===== config.mk =====
export PLATFORM = sky130hd
export DESIGN_NAME = orb_wr_arbiter
export DESIGN_NICKNAME = d
export VERILOG_FILES = /design/src/rtl/orb_wr_arbiter.sv
export SDC_FILE = /design/constraint.sdc
export NUM_CORES = 1
export LEC_CHECK = 0
export CAP_MARGIN = 40
export CORE_MARGIN = 2
export CORE_UTILIZATION = 48
export CTS_BUF_LIST = sky130_fd_sc_hd__clkbuf_8
export DETAILED_ROUTE_END_ITERATION = 8
export PLACE_DENSITY = 0.78
export SETUP_SLACK_MARGIN = 0.2
export SLEW_MARGIN = 20
export SYNTH_ARGS = -nofsm -noshare
export SYNTH_HDL_FRONTEND = slang
export SYNTH_SLANG_ARGS = --single-unit

===== constraint.sdc =====
create_clock -name clk -period 5 [get_ports clk]
set_input_delay 0.75 -clock clk [delete_from_list [all_inputs] [get_ports clk]]
set_output_delay 0.75 -clock clk [all_outputs]
set_load 0.02 [all_outputs]

===== src/rtl/orb_wr_arbiter.sv =====
// Write-port arbiter for the ping-pong orbit frame RAMs: one buffered word per
// packer, one round-robin grant per clock, writes steered away from the read bank.
module orb_wr_arbiter #(
    parameter int N_REQ  = 5,
    parameter int ADDR_W = 11,
    parameter int DATA_W = 12,
    parameter int GUARD  = 4
) (
    input  logic                      clk,
    input  logic                      rst,
    input  logic [N_REQ-1:0]          iWE,
    input  logic [N_REQ*ADDR_W-1:0]   iAddr,
    input  logic [N_REQ*DATA_W-1:0]   iWord,
    input  logic                      iSW,
    input  logic                      iClrOvf,
    output logic [ADDR_W-1:0]         oWrAddr,
    output logic [DATA_W-1:0]         oWrData,
    output logic                      oWE1,
    output logic                      oWE2,
    output logic [N_REQ-1:0]          oPend,
    output logic [N_REQ-1:0]          oOvf,
    output logic                      oHold
);
    localparam int               PTR_W      = (N_REQ > 1) ? $clog2(N_REQ) : 1;
    localparam int               CND_W      = PTR_W + 1;
    localparam logic [PTR_W-1:0] LAST_IDX   = PTR_W'(N_REQ - 1);
    localparam logic [3:0]       GUARD_LOAD = 4'(GUARD - 1);

    typedef enum logic [0:0] {ST_RUN = 1'b0, ST_HOLD = 1'b1} state_t;

    state_t            state_q, state_d;
    logic [3:0]        cnt_q, cnt_d;
    logic              hold_q, hold_d;
    logic              sw_meta_q, sw_meta_d, sw_s_q, sw_s_d, sw_prev_q, sw_prev_d;
    logic [N_REQ-1:0]  valid_q, valid_d, ovf_q, ovf_d;
    logic [ADDR_W-1:0] addr_q [N_REQ];
    logic [ADDR_W-1:0] addr_d [N_REQ];
    logic [DATA_W-1:0] data_q [N_REQ];
    logic [DATA_W-1:0] data_d [N_REQ];
    logic [PTR_W-1:0]  ptr_q, ptr_d;
    logic [ADDR_W-1:0] wr_addr_q, wr_addr_d;
    logic [DATA_W-1:0] wr_data_q, wr_data_d;
    logic              we1_q, we1_d, we2_q, we2_d;

    logic              sw_toggle_s, run_s, gnt_vld_s;
    logic [PTR_W-1:0]  gnt_idx_s;
    logic [N_REQ-1:0]  gnt_oh_s;
    logic [CND_W-1:0]  cand_s;

    // Two-flop synchronizer for the serializer's bank select, plus its history.
    always_comb begin
        sw_meta_d   = iSW;
        sw_s_d      = sw_meta_q;
        sw_prev_d   = sw_s_q;
        sw_toggle_s = sw_s_q ^ sw_prev_q;
    end

    // FSM state register.
    always_ff @(posedge clk) begin
        if (rst) begin
            state_q <= ST_RUN;
            cnt_q   <= 4'd0;
            hold_q  <= 1'b0;
        end else begin
            state_q <= state_d;
            cnt_q   <= cnt_d;
            hold_q  <= hold_d;
        end
    end

    // FSM next state: any bank toggle (re)starts the guard interval.
    always_comb begin
        state_d = state_q;
        cnt_d   = cnt_q;
        case (state_q)
            ST_RUN: begin
                if (sw_toggle_s) begin
                    state_d = ST_HOLD;
                    cnt_d   = GUARD_LOAD;
                end else begin
                    state_d = ST_RUN;
                    cnt_d   = cnt_q;
                end
            end
            ST_HOLD: begin
                if (sw_toggle_s) begin
                    state_d = ST_HOLD;
                    cnt_d   = GUARD_LOAD;
                end else if (cnt_q == 4'd0) begin
                    state_d = ST_RUN;
                    cnt_d   = 4'd0;
                end else begin
                    state_d = ST_HOLD;
                    cnt_d   = cnt_q - 4'd1;
                end
            end
            default: begin
                state_d = ST_RUN;
                cnt_d   = 4'd0;
            end
        endcase
    end

    // FSM outputs.
    always_comb begin
        case (state_q)
            ST_RUN:  run_s = 1'b1;
            ST_HOLD: run_s = 1'b0;
            default: run_s = 1'b0;
        endcase
        hold_d = (state_d == ST_HOLD);
    end

    // Round-robin search starting at ptr, wrapping modulo N_REQ.
    always_comb begin
        gnt_vld_s = 1'b0;
        gnt_idx_s = '0;
        cand_s    = '0;
        for (int k = 0; k < N_REQ; k++) begin
            cand_s = {1'b0, ptr_q} + CND_W'(k);
            if (cand_s >= CND_W'(N_REQ)) begin
                cand_s = cand_s - CND_W'(N_REQ);
            end else begin
                cand_s = cand_s;
            end
            if (run_s && !gnt_vld_s && valid_q[cand_s[PTR_W-1:0]]) begin
                gnt_vld_s = 1'b1;
                gnt_idx_s = cand_s[PTR_W-1:0];
            end else begin
                gnt_vld_s = gnt_vld_s;
            end
        end
        for (int i = 0; i < N_REQ; i++) begin
            gnt_oh_s[i] = gnt_vld_s && (gnt_idx_s == PTR_W'(i));
        end
        if (!gnt_vld_s) begin
            ptr_d = ptr_q;
        end else if (gnt_idx_s == LAST_IDX) begin
            ptr_d = '0;
        end else begin
            ptr_d = gnt_idx_s + PTR_W'(1);
        end
    end

    // Slot capture and overflow: a full slot not drained this cycle keeps its old word.
    always_comb begin
        valid_d = valid_q;
        addr_d  = addr_q;
        data_d  = data_q;
        if (iClrOvf) begin
            ovf_d = '0;
        end else begin
            ovf_d = ovf_q;
        end
        for (int i = 0; i < N_REQ; i++) begin
            if (iWE[i] && valid_q[i] && !gnt_oh_s[i]) begin
                ovf_d[i] = 1'b1;
            end else if (iWE[i]) begin
                valid_d[i] = 1'b1;
                addr_d[i]  = iAddr[i*ADDR_W +: ADDR_W];
                data_d[i]  = iWord[i*DATA_W +: DATA_W];
            end else if (gnt_oh_s[i]) begin
                valid_d[i] = 1'b0;
            end else begin
                valid_d[i] = valid_q[i];
            end
        end
    end

    // Write port: bank chosen by the synchronized select in the grant cycle.
    always_comb begin
        wr_addr_d = wr_addr_q;
        wr_data_d = wr_data_q;
        we1_d     = 1'b0;
        we2_d     = 1'b0;
        if (gnt_vld_s) begin
            wr_addr_d = addr_q[gnt_idx_s];
            wr_data_d = data_q[gnt_idx_s];
            we1_d     = sw_s_q;
            we2_d     = !sw_s_q;
        end else begin
            wr_addr_d = wr_addr_q;
            wr_data_d = wr_data_q;
        end
    end

    // Datapath, synchronizer and arbiter registers.
    always_ff @(posedge clk) begin
        if (rst) begin
            sw_meta_q <= 1'b0;
            sw_s_q    <= 1'b0;
            sw_prev_q <= 1'b0;
            valid_q   <= '0;
            ovf_q     <= '0;
            ptr_q     <= '0;
            wr_addr_q <= '0;
            wr_data_q <= '0;
            we1_q     <= 1'b0;
            we2_q     <= 1'b0;
            for (int i = 0; i < N_REQ; i++) begin
                addr_q[i] <= '0;
                data_q[i] <= '0;
            end
        end else begin
            sw_meta_q <= sw_meta_d;
            sw_s_q    <= sw_s_d;
            sw_prev_q <= sw_prev_d;
            valid_q   <= valid_d;
            ovf_q     <= ovf_d;
            ptr_q     <= ptr_d;
            wr_addr_q <= wr_addr_d;
            wr_data_q <= wr_data_d;
            we1_q     <= we1_d;
            we2_q     <= we2_d;
            for (int i = 0; i < N_REQ; i++) begin
                addr_q[i] <= addr_d[i];
                data_q[i] <= data_d[i];
            end
        end
    end

    assign oWrAddr = wr_addr_q;
    assign oWrData = wr_data_q;
    assign oWE1    = we1_q;
    assign oWE2    = we2_q;
    assign oPend   = valid_q;
    assign oOvf    = ovf_q;
    assign oHold   = hold_q;

endmodule


==> impl_metrics.yaml, run 1 <==
final_layout:
  footprint_of_the_multi_input_gates_um2: 4260
  layout.nets: 1129
  areaGrowthSynthToFinish_pct: 28.7
  seqCellArea_um2: 3220
  layout-drive-gt1-share_pct: 8.86
  fillerInstances: 1367
  antenna_cells: 0
  post-route-cell-area_um2: 10200
grt:
  track_usage_pct: 25.7
  grt_max_degree: 72
  first_global_vias: 6746
  antenna_found_initial: 0
  overflow: 0
  grt_pass1_wl_um: 35600
synth:
  synth_edf_count: 0
  ys_types: 73
  postSynthAreaPerCell_um2: 9.34
  ys_seq_elements: 161
  top_ff_cell_synth: "sky130_fd_sc_hd__dfxtp_1"
  netlist_instances: 847
  synth_top_area_share_pct: 40.7
  synth.largest_area_cell: "sky130_fd_sc_hd__dfxtp_1"
  ys_seq_area_share_pct: 40.7
  synthTopCellsByArea: "sky130_fd_sc_hd__dfxtp_1 41%, sky130_fd_sc_hd__mux2i_1 18%, sky130_fd_sc_hd__nor2_1 5.4%, sky130_fd_sc_hd__a21oi_1 4.4%, sky130_fd_sc_hd__o211a_1 3.2%"
  post-synth-top-count-cell: "sky130_fd_sc_hd__dfxtp_1"
  net_count_of_the_mapped_netlist: 985
  synth-warning-count: 0
  synth.top_cells.by_count: "161 x sky130_fd_sc_hd__dfxtp_1, 145 x sky130_fd_sc_hd__mux2i_1, 114 x sky130_fd_sc_hd__nor2_1, 70 x sky130_fd_sc_hd__a21oi_1, 64 x sky130_fd_sc_hd__nand2_1"
  syn-cell-area_um2: 7910
  asr_flop_ratio_synth_pct: 0
clocking:
  clock_tree.buffer_depth: 2
  clkSinkCount: 161
  cts_root_buffer: "sky130_fd_sc_hd__clkbuf_8"
  worst_skew_late_latency_ps: 460
  cts.reportedPaths.clkPinSlew_ps: 90
  cts.htree.levels: 4
  cts_tree: "built"
  cts_inserted_buffers: 17
drt:
  drc_errors: 0
  avgViaCountPerCell: 5.61
  wl_per_cell_um: 18.4
  dr.pass1.iters: 5
  drt-total-wl_um: 22500
  ant_nets: 0
  initialDrtViolationCount: 556
  routed-via-count: 6840
sta:
  drv_slew: 0
  report.final.hold_viol_count: 0
  slew_of_the_pin_with_the_lowest_slew_margin_ps: 853
  timing.final.crit_period_ps: 4510
  final_min_period_over_clock_period_pct: 90.2
  finalSetupViolCount: 0
  clock-skew-final_ps: 16.2
  totalNegativeSetupSlack_ps: 0
  worst_slack_ps: 491
  timing.fmax_mhz: 222
  grt_setup_unrepaired: "no"
  timing.slew.headroom_pct: 43.1
run:
  total_of_max_cap_violations: 0
power_and_ir_drop:
  cellLeakagePower_nw: 4.41
  worst_ir_drop_on_vdd_mv: 0.799
  p_per_area_nw_per_um2: 803
place:
  pre_cts_slack_ps: 477
  placement.cell_area_um2: 9710
  number_of_buffers_inserted_by_port_buffering: 159
  routabilityCongestion: 0.917
  hpwl_um: 15800
floorplanning:
  die_width_um: 132
  die_y_um: 132
  io_pins: 160
  design.die.area_um2: 17500
  floorplan.rows: 46
  initial_core_utilization_pct: 49.4
  core_region_area_um2: 16000
critical_path:
  crit_arrival_ps: 4860
  crit_type: "reg2reg"
  worst_setup_path_start_kind: "flip-flop"
  worst-endpoint-required_ps: 5350
  worstSetupEndpointType: "flip-flop"
  worst-path-max-fanout: 47
min_path:
  hold_path.class: "reg2reg"
status:
  run_status: "completed"
==> routing by layer <==
| layer | share of wire [%] | track usage [%] | up-vias |
|---|---|---|---|
| met2 | 47 | 41.9 | 263 |
| met4 | 2.2 | 8.42 | 0 |
| met5 | 0 | 0 | - |
| met3 | 7.0 | 6.31 | 32 |
| li1 | - | - | 3324 |
| met1 | 44 | 33.4 | 3221 |
==> what timing repair did <==
| action | 4_1_cts | 5_1_grt |
|---|---|---|
| endpoints found under the setup margin | 0 | 34 |
| gates resized for setup | 0 | 4 |
| hold buffers | 0 | 0 |
| setup buffers | 0 | 4 |
==> worst max-delay path, stage by stage, from the launching register on <==
cell and delay [ps]:
sky130_fd_sc_hd__dfxtp_1 470, sky130_fd_sc_hd__inv_1 180, sky130_fd_sc_hd__ha_1 260, sky130_fd_sc_hd__ha_1 410, sky130_fd_sc_hd__and2_1 210, sky130_fd_sc_hd__a21oi_1 280, sky130_fd_sc_hd__o21ai_1 150, sky130_fd_sc_hd__a21boi_1 180
sky130_fd_sc_hd__a31oi_4 270, sky130_fd_sc_hd__nor4_1 140, sky130_fd_sc_hd__a211oi_4 310, sky130_fd_sc_hd__buf_4 710, sky130_fd_sc_hd__mux2i_1 410, sky130_fd_sc_hd__o221ai_1 190, sky130_fd_sc_hd__o211a_1 150
==> power by group <==
| group | internal (mW) | leakage (nW) | switching [mW] | total [mW] |
|---|---|---|---|---|
| clock | 0.514 | 0.212 | 0.499 | 1.01 |
| combinational | 2.35 | 2.87 | 2.97 | 5.32 |
| sequential | 1.63 | 1.32 | 0.216 | 1.85 |
==> per-stage QoR <==
stage	utilization (%)	power, mW	hold slack, ps	instances
4_1_cts	63.3	8.07	451	1216
2_1_floorplan	-	5.75	414	847
5_1_grt	63.6	8.69	472	1220
3_5_place_dp	60.7	7.06	430	1184
3_3_place_gp	60.1	6.92	422	1181
6_report	63.6	8.18	455	1220
==> placed cells by master, fill, tap and decap left out, types with 4 or more instances in the layout <==
cell type,instances
sky130_fd_sc_hd__a21oi_1,70
sky130_fd_sc_hd__a22oi_1,4
sky130_fd_sc_hd__a31oi_1,5
sky130_fd_sc_hd__and2_1,7
sky130_fd_sc_hd__buf_4,28
sky130_fd_sc_hd__clkbuf_8,18
sky130_fd_sc_hd__clkdlybuf4s50_1,158
sky130_fd_sc_hd__dfxtp_1,161
sky130_fd_sc_hd__ha_1,12
sky130_fd_sc_hd__inv_1,20
sky130_fd_sc_hd__inv_6,5
sky130_fd_sc_hd__mux2i_1,145
sky130_fd_sc_hd__nand2_1,64
sky130_fd_sc_hd__nand2b_1,7
sky130_fd_sc_hd__nand3_1,13
sky130_fd_sc_hd__nor2_1,114
sky130_fd_sc_hd__nor2b_1,9
sky130_fd_sc_hd__nor3_1,8
sky130_fd_sc_hd__o211a_1,25
sky130_fd_sc_hd__o211ai_1,4
sky130_fd_sc_hd__o21ai_0,10
sky130_fd_sc_hd__o221ai_1,25
sky130_fd_sc_hd__or3_1,5
==> final timing paths <==
path               from         end  slack [ps]  depth (start not counted)
max            ptr_q[1]  oWrData[5]         490                         14
min          addr_q[18]  addr_q[18]         460                          2
max reg2reg    ptr_q[1]  oWrData[5]         490                         14
min reg2reg  addr_q[18]  addr_q[18]         460                          2
==> cell type report <==
type                            instances  area share, %
Clock buffer                           18           2.43
Clock inverter                         14           1.72
Inverter                               22          0.860
Multi-Input combinational cell        598           41.9
Sequential cell                       161           31.7
Tap cell                              216           2.65
Timing Repair Buffer                  191           18.8
==> flip-flops by register name, summed over array words and instances (netlist names) <==
signal / cells
sw_prev_d: 1
oWE2: 1
addr_q: 55
ptr_q: 3
data_q: 60
oOvf: 5
oWrData: 12
oPend: 5
oHold: 1
oWE1: 1
sw_meta_q: 1
sw_prev_q: 1
oWrAddr: 11
cnt_q: 4
==> cells by family after synthesis <==
group | share of synthesized area, %
and+or+nand+nor | 13.6
AOI/OAI and AO/OA | 18.4
DFF | 40.7
muxes | 18.8
buffers and inverters | 5.84
adders and majority gates | 2.31
xor gates and xnor gates | 0.332
Power figures use the tool's default switching activity.
==> run 2: changes to the inputs <==
CORE_UTILIZATION = 47   (was 48)
CTS_BUF_LIST = not set   (was sky130_fd_sc_hd__clkbuf_8)
PLACE_DENSITY = 0.77   (was 0.78)
==> impl_metrics.yaml, run 2 (synthesized netlist as in run 1, its figures left out) <==
status:
  run_status: "completed"
floorplanning:
  die_y_um: 134
  io_pins: 160
  core_region_area_um2: 16500
  initial_core_utilization_pct: 47.9
  die_width_um: 134
  floorplan.rows: 47
  design.die.area_um2: 17900
clocking:
  cts.htree.levels: 4
  clock_tree.buffer_depth: 2
  cts_root_buffer: "sky130_fd_sc_hd__clkbuf_16"
  clkSinkCount: 161
  cts_tree: "built"
  worst_skew_late_latency_ps: 430
  hold_buffers: 0
  cts_inserted_buffers: 17
  cts.reportedPaths.clkPinSlew_ps: 60
sta:
  grt_setup_unrepaired: "no"
  drv_slew: 0
  clock-skew-final_ps: 10.3
  totalNegativeSetupSlack_ps: 0
  final_min_period_over_clock_period_pct: 89.0
  finalSetupViolCount: 0
  slew_of_the_pin_with_the_lowest_slew_margin_ps: 720
  worst_slack_ps: 550
  timing.fmax_mhz: 225
  timing.final.crit_period_ps: 4450
  timing.slew.headroom_pct: 52.0
  report.final.hold_viol_count: 0
critical_path:
  rr_startpoint: "ptr_q[1]"
  worst-endpoint-required_ps: 5320
  worst_setup_path_start_kind: "flip-flop"
  crit_type: "reg2reg"
  crit_path_largest_cell_delay_ps: 610
  reg2reg_setup_slack_ps: 550
  critical_path.reg2reg.endpoint: "oWrData[0]"
  crit_arrival_ps: 4770
  worst-path-max-fanout: 37
  worstSetupEndpointType: "flip-flop"
  worst_r2r_path_depth: 13
  path_cells: "inv_1, ha_1, ha_1, a31o_2, a22oi_1, o221ai_1, a31oi_4, nor4_1, a211oi_4, buf_4, mux2i_1, o221ai_1, o211a_1"
  crit_slowest_cell: "sky130_fd_sc_hd__buf_4"
min_path:
  timing.hold.worst_path_depth: 1
  hold_path.class: "reg2reg"
  hold-path-endpoint: "sw_prev_d"
  worst_hold_startpoint: "sw_meta_q"
final_layout:
  layout-drive-gt1-share_pct: 8.48
  fillerInstances: 1355
  areaGrowthSynthToFinish_pct: 30.3
  mostFrequentLayoutCell: "sky130_fd_sc_hd__dfxtp_1"
  antenna_cells: 0
  most-common-layout-cells: "161 x sky130_fd_sc_hd__dfxtp_1, 158 x sky130_fd_sc_hd__clkdlybuf4s50_1, 145 x sky130_fd_sc_hd__mux2i_1"
  layout.nets: 1128
  largest_register_ff_count: 60
  footprint_of_the_multi_input_gates_um2: 4250
  fin_cells: 1222
  regMostFlops: "data_q"
  seqCellArea_um2: 3220
power_and_ir_drop:
  internal_power_mw: 4.71
  cellLeakagePower_nw: 4.45
  p_per_area_nw_per_um2: 820
  combinationalPowerShare_pct: 62.7
  pwr-share-seq_pct: 21.9
  finalPower_mw: 8.45
  worst_ir_drop_on_vdd_mv: 0.595
  p_clk_share_pct: 15.4
  switching_share_pct: 44.3
  power.switching_mw: 3.75
drt:
  routed-via-count: 6899
  dr.pass1.iters: 5
  wl_per_cell_um: 18.4
  ant_nets: 0
  initialDrtViolationCount: 599
  avgViaCountPerCell: 5.65
  drt-total-wl_um: 22500
  drc_errors: 0
place:
  number_of_buffers_inserted_by_port_buffering: 159
  pre_cts_slack_ps: 416
  placedCellCount: 1188
  hpwl_um: 15600
  routabilityCongestion: 0.896
grt:
  antenna_found_initial: 1
  first_global_vias: 6624
  overflow: 0
  track_usage_pct: 25.3
  grt_pass1_wl_um: 35300
  grt_max_degree: 70
run:
  total_of_max_cap_violations: 0
run 2: how the worst max path moves through the flow:
stage	start	slack [ps]	endpoint	cells after the start
4_1_cts	ptr_q[1]	390	data_q[53]	17
3_5_place_dp	ptr_q[1]	420	data_q[53]	17
3_3_place_gp	ptr_q[1]	290	data_q[48]	16
6_report	ptr_q[1]	550	oWrData[0]	13
5_1_grt	ptr_q[1]	260	addr_q[47]	17
2_1_floorplan	ptr_q[1]	320	addr_q[19]	24
run 2: final cells by class:
type | count | area share [%]
clock buffers | 20 | 4.43
well taps | 220 | 2.67
clock inverters | 11 | 1.26
repair buffers | 190 | 18.3
inverters | 22 | 0.850
multi-input cells | 598 | 41.3
flip-flops and latches | 161 | 31.3
run 2: power groups by stage:
stage	clock [mW]	sequential [mW]	combinational, mW
after global routing	1.37	1.89	5.70
after detailed placement	0	1.87	5.17
final	1.30	1.85	5.30
after CTS	1.31	1.85	5.21
after floorplan	0	1.87	3.88
after global placement	0	1.86	5.03
run 2: critical path: cells and delay by family (launching register included):
kind                       cells  cell delay, ps
AOI/OAI and AO/OA              7            1770
buffers and inverters          2             810
adders and majority gates      2             700
DFF                            1             470
muxes                          1             380
and+or+nand+nor                1             150
run 2: timing repair:
item	in CTS	in global routing
setup endpoints to repair	0	55
buffers inserted	0	3
gates resized for setup	0	2
run 2: per-layer routing:
metal	global-route usage, %	share of wire (%)	wire length (µm)	vias up
li1	-	-	-	3320
met1	33.4	44	9840	3256
met3	5.29	6.4	1440	54
met2	40.6	47	10600	267
met5	0	0.053	12	-
met4	10.1	2.9	644	2
run 2: per-stage QoR:
stage          hold WS [ps]  instance area, µm²  utilization, %
2_1_floorplan           414                7910               -
3_3_place_gp            425                9620            58.2
3_5_place_dp            436                9690            58.6
4_1_cts                 455               10300            62.2
5_1_grt                 466               10300            62.4
6_report                448               10300            62.4
==> run 3: changes to the inputs <==
RECOVER_POWER = 25   (was not set)
clock period = 3.9 ns   (was 5 ns; I/O delays follow)
==> impl_metrics.yaml, run 3 (synthesized netlist as in run 1, its figures left out) <==
power_and_ir_drop:
  internal_power_mw: 7.75
  pwr-share-seq_pct: 17.5
  switching_share_pct: 44.1
  p_per_area_nw_per_um2: 1200
  p_clk_share_pct: 12.0
  cellLeakagePower_nw: 4.80
  finalPower_mw: 13.8
  worst_ir_drop_on_vdd_mv: 0.915
  power.switching_mw: 6.10
  combinationalPowerShare_pct: 70.5
floorplanning:
  io_pins: 160
  design.die.area_um2: 17900
  initial_core_utilization_pct: 47.9
  die_y_um: 134
  core_region_area_um2: 16500
  floorplan.rows: 47
  die_width_um: 134
grt:
  grt_max_degree: 70
  first_global_vias: 6788
  grt_pass1_wl_um: 36400
  antenna_found_initial: 0
  overflow: 0
  track_usage_pct: 26.2
final_layout:
  fillerInstances: 1143
  largest_register_ff_count: 60
  antenna_cells: 0
  layout-drive-gt1-share_pct: 20.8
  most-common-layout-cells: "158 x sky130_fd_sc_hd__dfxtp_1, 158 x sky130_fd_sc_hd__clkdlybuf4s50_1, 119 x sky130_fd_sc_hd__mux2i_1"
  footprint_of_the_multi_input_gates_um2: 4880
  areaGrowthSynthToFinish_pct: 45.8
  regMostFlops: "data_q"
  seqCellArea_um2: 3230
  layout.nets: 1168
status:
  run_status: "completed"
sta:
  clock-skew-final_ps: 15.6
  final_min_period_over_clock_period_pct: 99.1
  worst_slack_ps: 34.2
  drv_slew: 0
  timing.slew.headroom_pct: 50.1
  timing.fmax_mhz: 259
  grt_setup_unrepaired: "yes"
  finalSetupViolCount: 0
  timing.final.crit_period_ps: 3870
  slew_of_the_pin_with_the_lowest_slew_margin_ps: 749
  report.final.hold_viol_count: 0
clocking:
  cts.reportedPaths.clkPinSlew_ps: 70
  cts_root_buffer: "sky130_fd_sc_hd__clkbuf_16"
  hold_buffers: 0
  cts_tree: "built"
  worst_skew_late_latency_ps: 440
  cts.htree.levels: 4
  cts_inserted_buffers: 17
  clock_tree.buffer_depth: 2
  clkSinkCount: 161
drt:
  initialDrtViolationCount: 695
  avgViaCountPerCell: 5.78
  wl_per_cell_um: 20.4
  dr.pass1.iters: 5
  routed-via-count: 7294
  drt-total-wl_um: 25800
  ant_nets: 0
  drc_errors: 0
min_path:
  hold_path.class: "reg2reg"
critical_path:
  worst-path-max-fanout: 12
  crit_type: "reg2reg"
  worst_setup_path_start_kind: "flip-flop"
  crit_arrival_ps: 4160
  worstSetupEndpointType: "flip-flop"
  reg2reg_setup_slack_ps: 30
  worst-endpoint-required_ps: 4190
run:
  total_of_max_cap_violations: 0
place:
  number_of_buffers_inserted_by_port_buffering: 159
  routabilityCongestion: 0.936
  pre_cts_slack_ps: -59.9
  hpwl_um: 15900
-- run 3: routing by layer --
metal	track usage, %	wire (µm)	vias to the layer above
met3	5.82	2060	70
met2	41.4	12400	345
li1	-	-	3404
met1	34.9	10400	3475
met4	9.99	861	0
met5	0	0	-
-- run 3: through the flow --
stage | instances | setup TNS, ps | hold slack [ps] | util (%) | area [µm²]
5_1_grt | 1263 | -1540 | 468 | 69.8 | 11500
6_report | 1263 | 0 | 442 | 69.8 | 11500
4_1_cts | 1243 | 0 | 445 | 65.2 | 10800
3_3_place_gp | 1198 | -464 | 433 | 60.3 | 9970
2_1_floorplan | 847 | 0 | 414 | - | 8220
3_5_place_dp | 1199 | -119 | 431 | 60.4 | 9980
-- run 3: power by group through the flow --
stage	Clock, mW	Sequential, mW	Combinational, mW
2_1_floorplan	0	2.41	5.46
3_5_place_dp	0	2.40	7.04
6_report	1.66	2.43	9.76
5_1_grt	1.74	2.47	10.2
3_3_place_gp	0	2.39	6.96
4_1_cts	1.66	2.37	7.53
-- run 3: path summary, 6_finish.rpt --
path | end | start | cells past startpoint
setup / recovery | addr_q[12] | ptr_q[1] | 18
hold / removal | sw_prev_d | sw_meta_q | 1
setup reg to reg | addr_q[12] | ptr_q[1] | 18
hold reg to reg | sw_prev_d | sw_meta_q | 1
-- run 3: layout make-up --
cell class,count,share of cell area [%]
multi-input combinational,598,42.3
sequential,161,28.0
timing repair buffer,230,21.3
clock buffer,18,3.72
tap,220,2.39
clock inverter,14,1.29
inverter,22,0.911
-- run 3: repair_timing --
action,in CTS,in global routing
setup endpoints to repair,138,139
pin swaps,7,32
setup buffers,10,12
resized for setup,16,98
gates cloned,2,8
-- run 3: critical path, stage by stage, from the launching register on --
cell	delay (ps)
sky130_fd_sc_hd__dfxtp_4	430
sky130_fd_sc_hd__ha_4	160
sky130_fd_sc_hd__inv_2	40
sky130_fd_sc_hd__fa_2	430
sky130_fd_sc_hd__or3_4	410
sky130_fd_sc_hd__and4b_1	200
sky130_fd_sc_hd__o211ai_1	220
sky130_fd_sc_hd__nand4_1	240
sky130_fd_sc_hd__nor4_4	360
sky130_fd_sc_hd__a211oi_4	110
sky130_fd_sc_hd__buf_4	160
sky130_fd_sc_hd__ha_4	150
sky130_fd_sc_hd__ha_4	150
sky130_fd_sc_hd__inv_2	60
sky130_fd_sc_hd__o21ai_4	60
sky130_fd_sc_hd__and2_4	220
sky130_fd_sc_hd__buf_12	160
sky130_fd_sc_hd__nand2_1	90
sky130_fd_sc_hd__a21oi_1	70
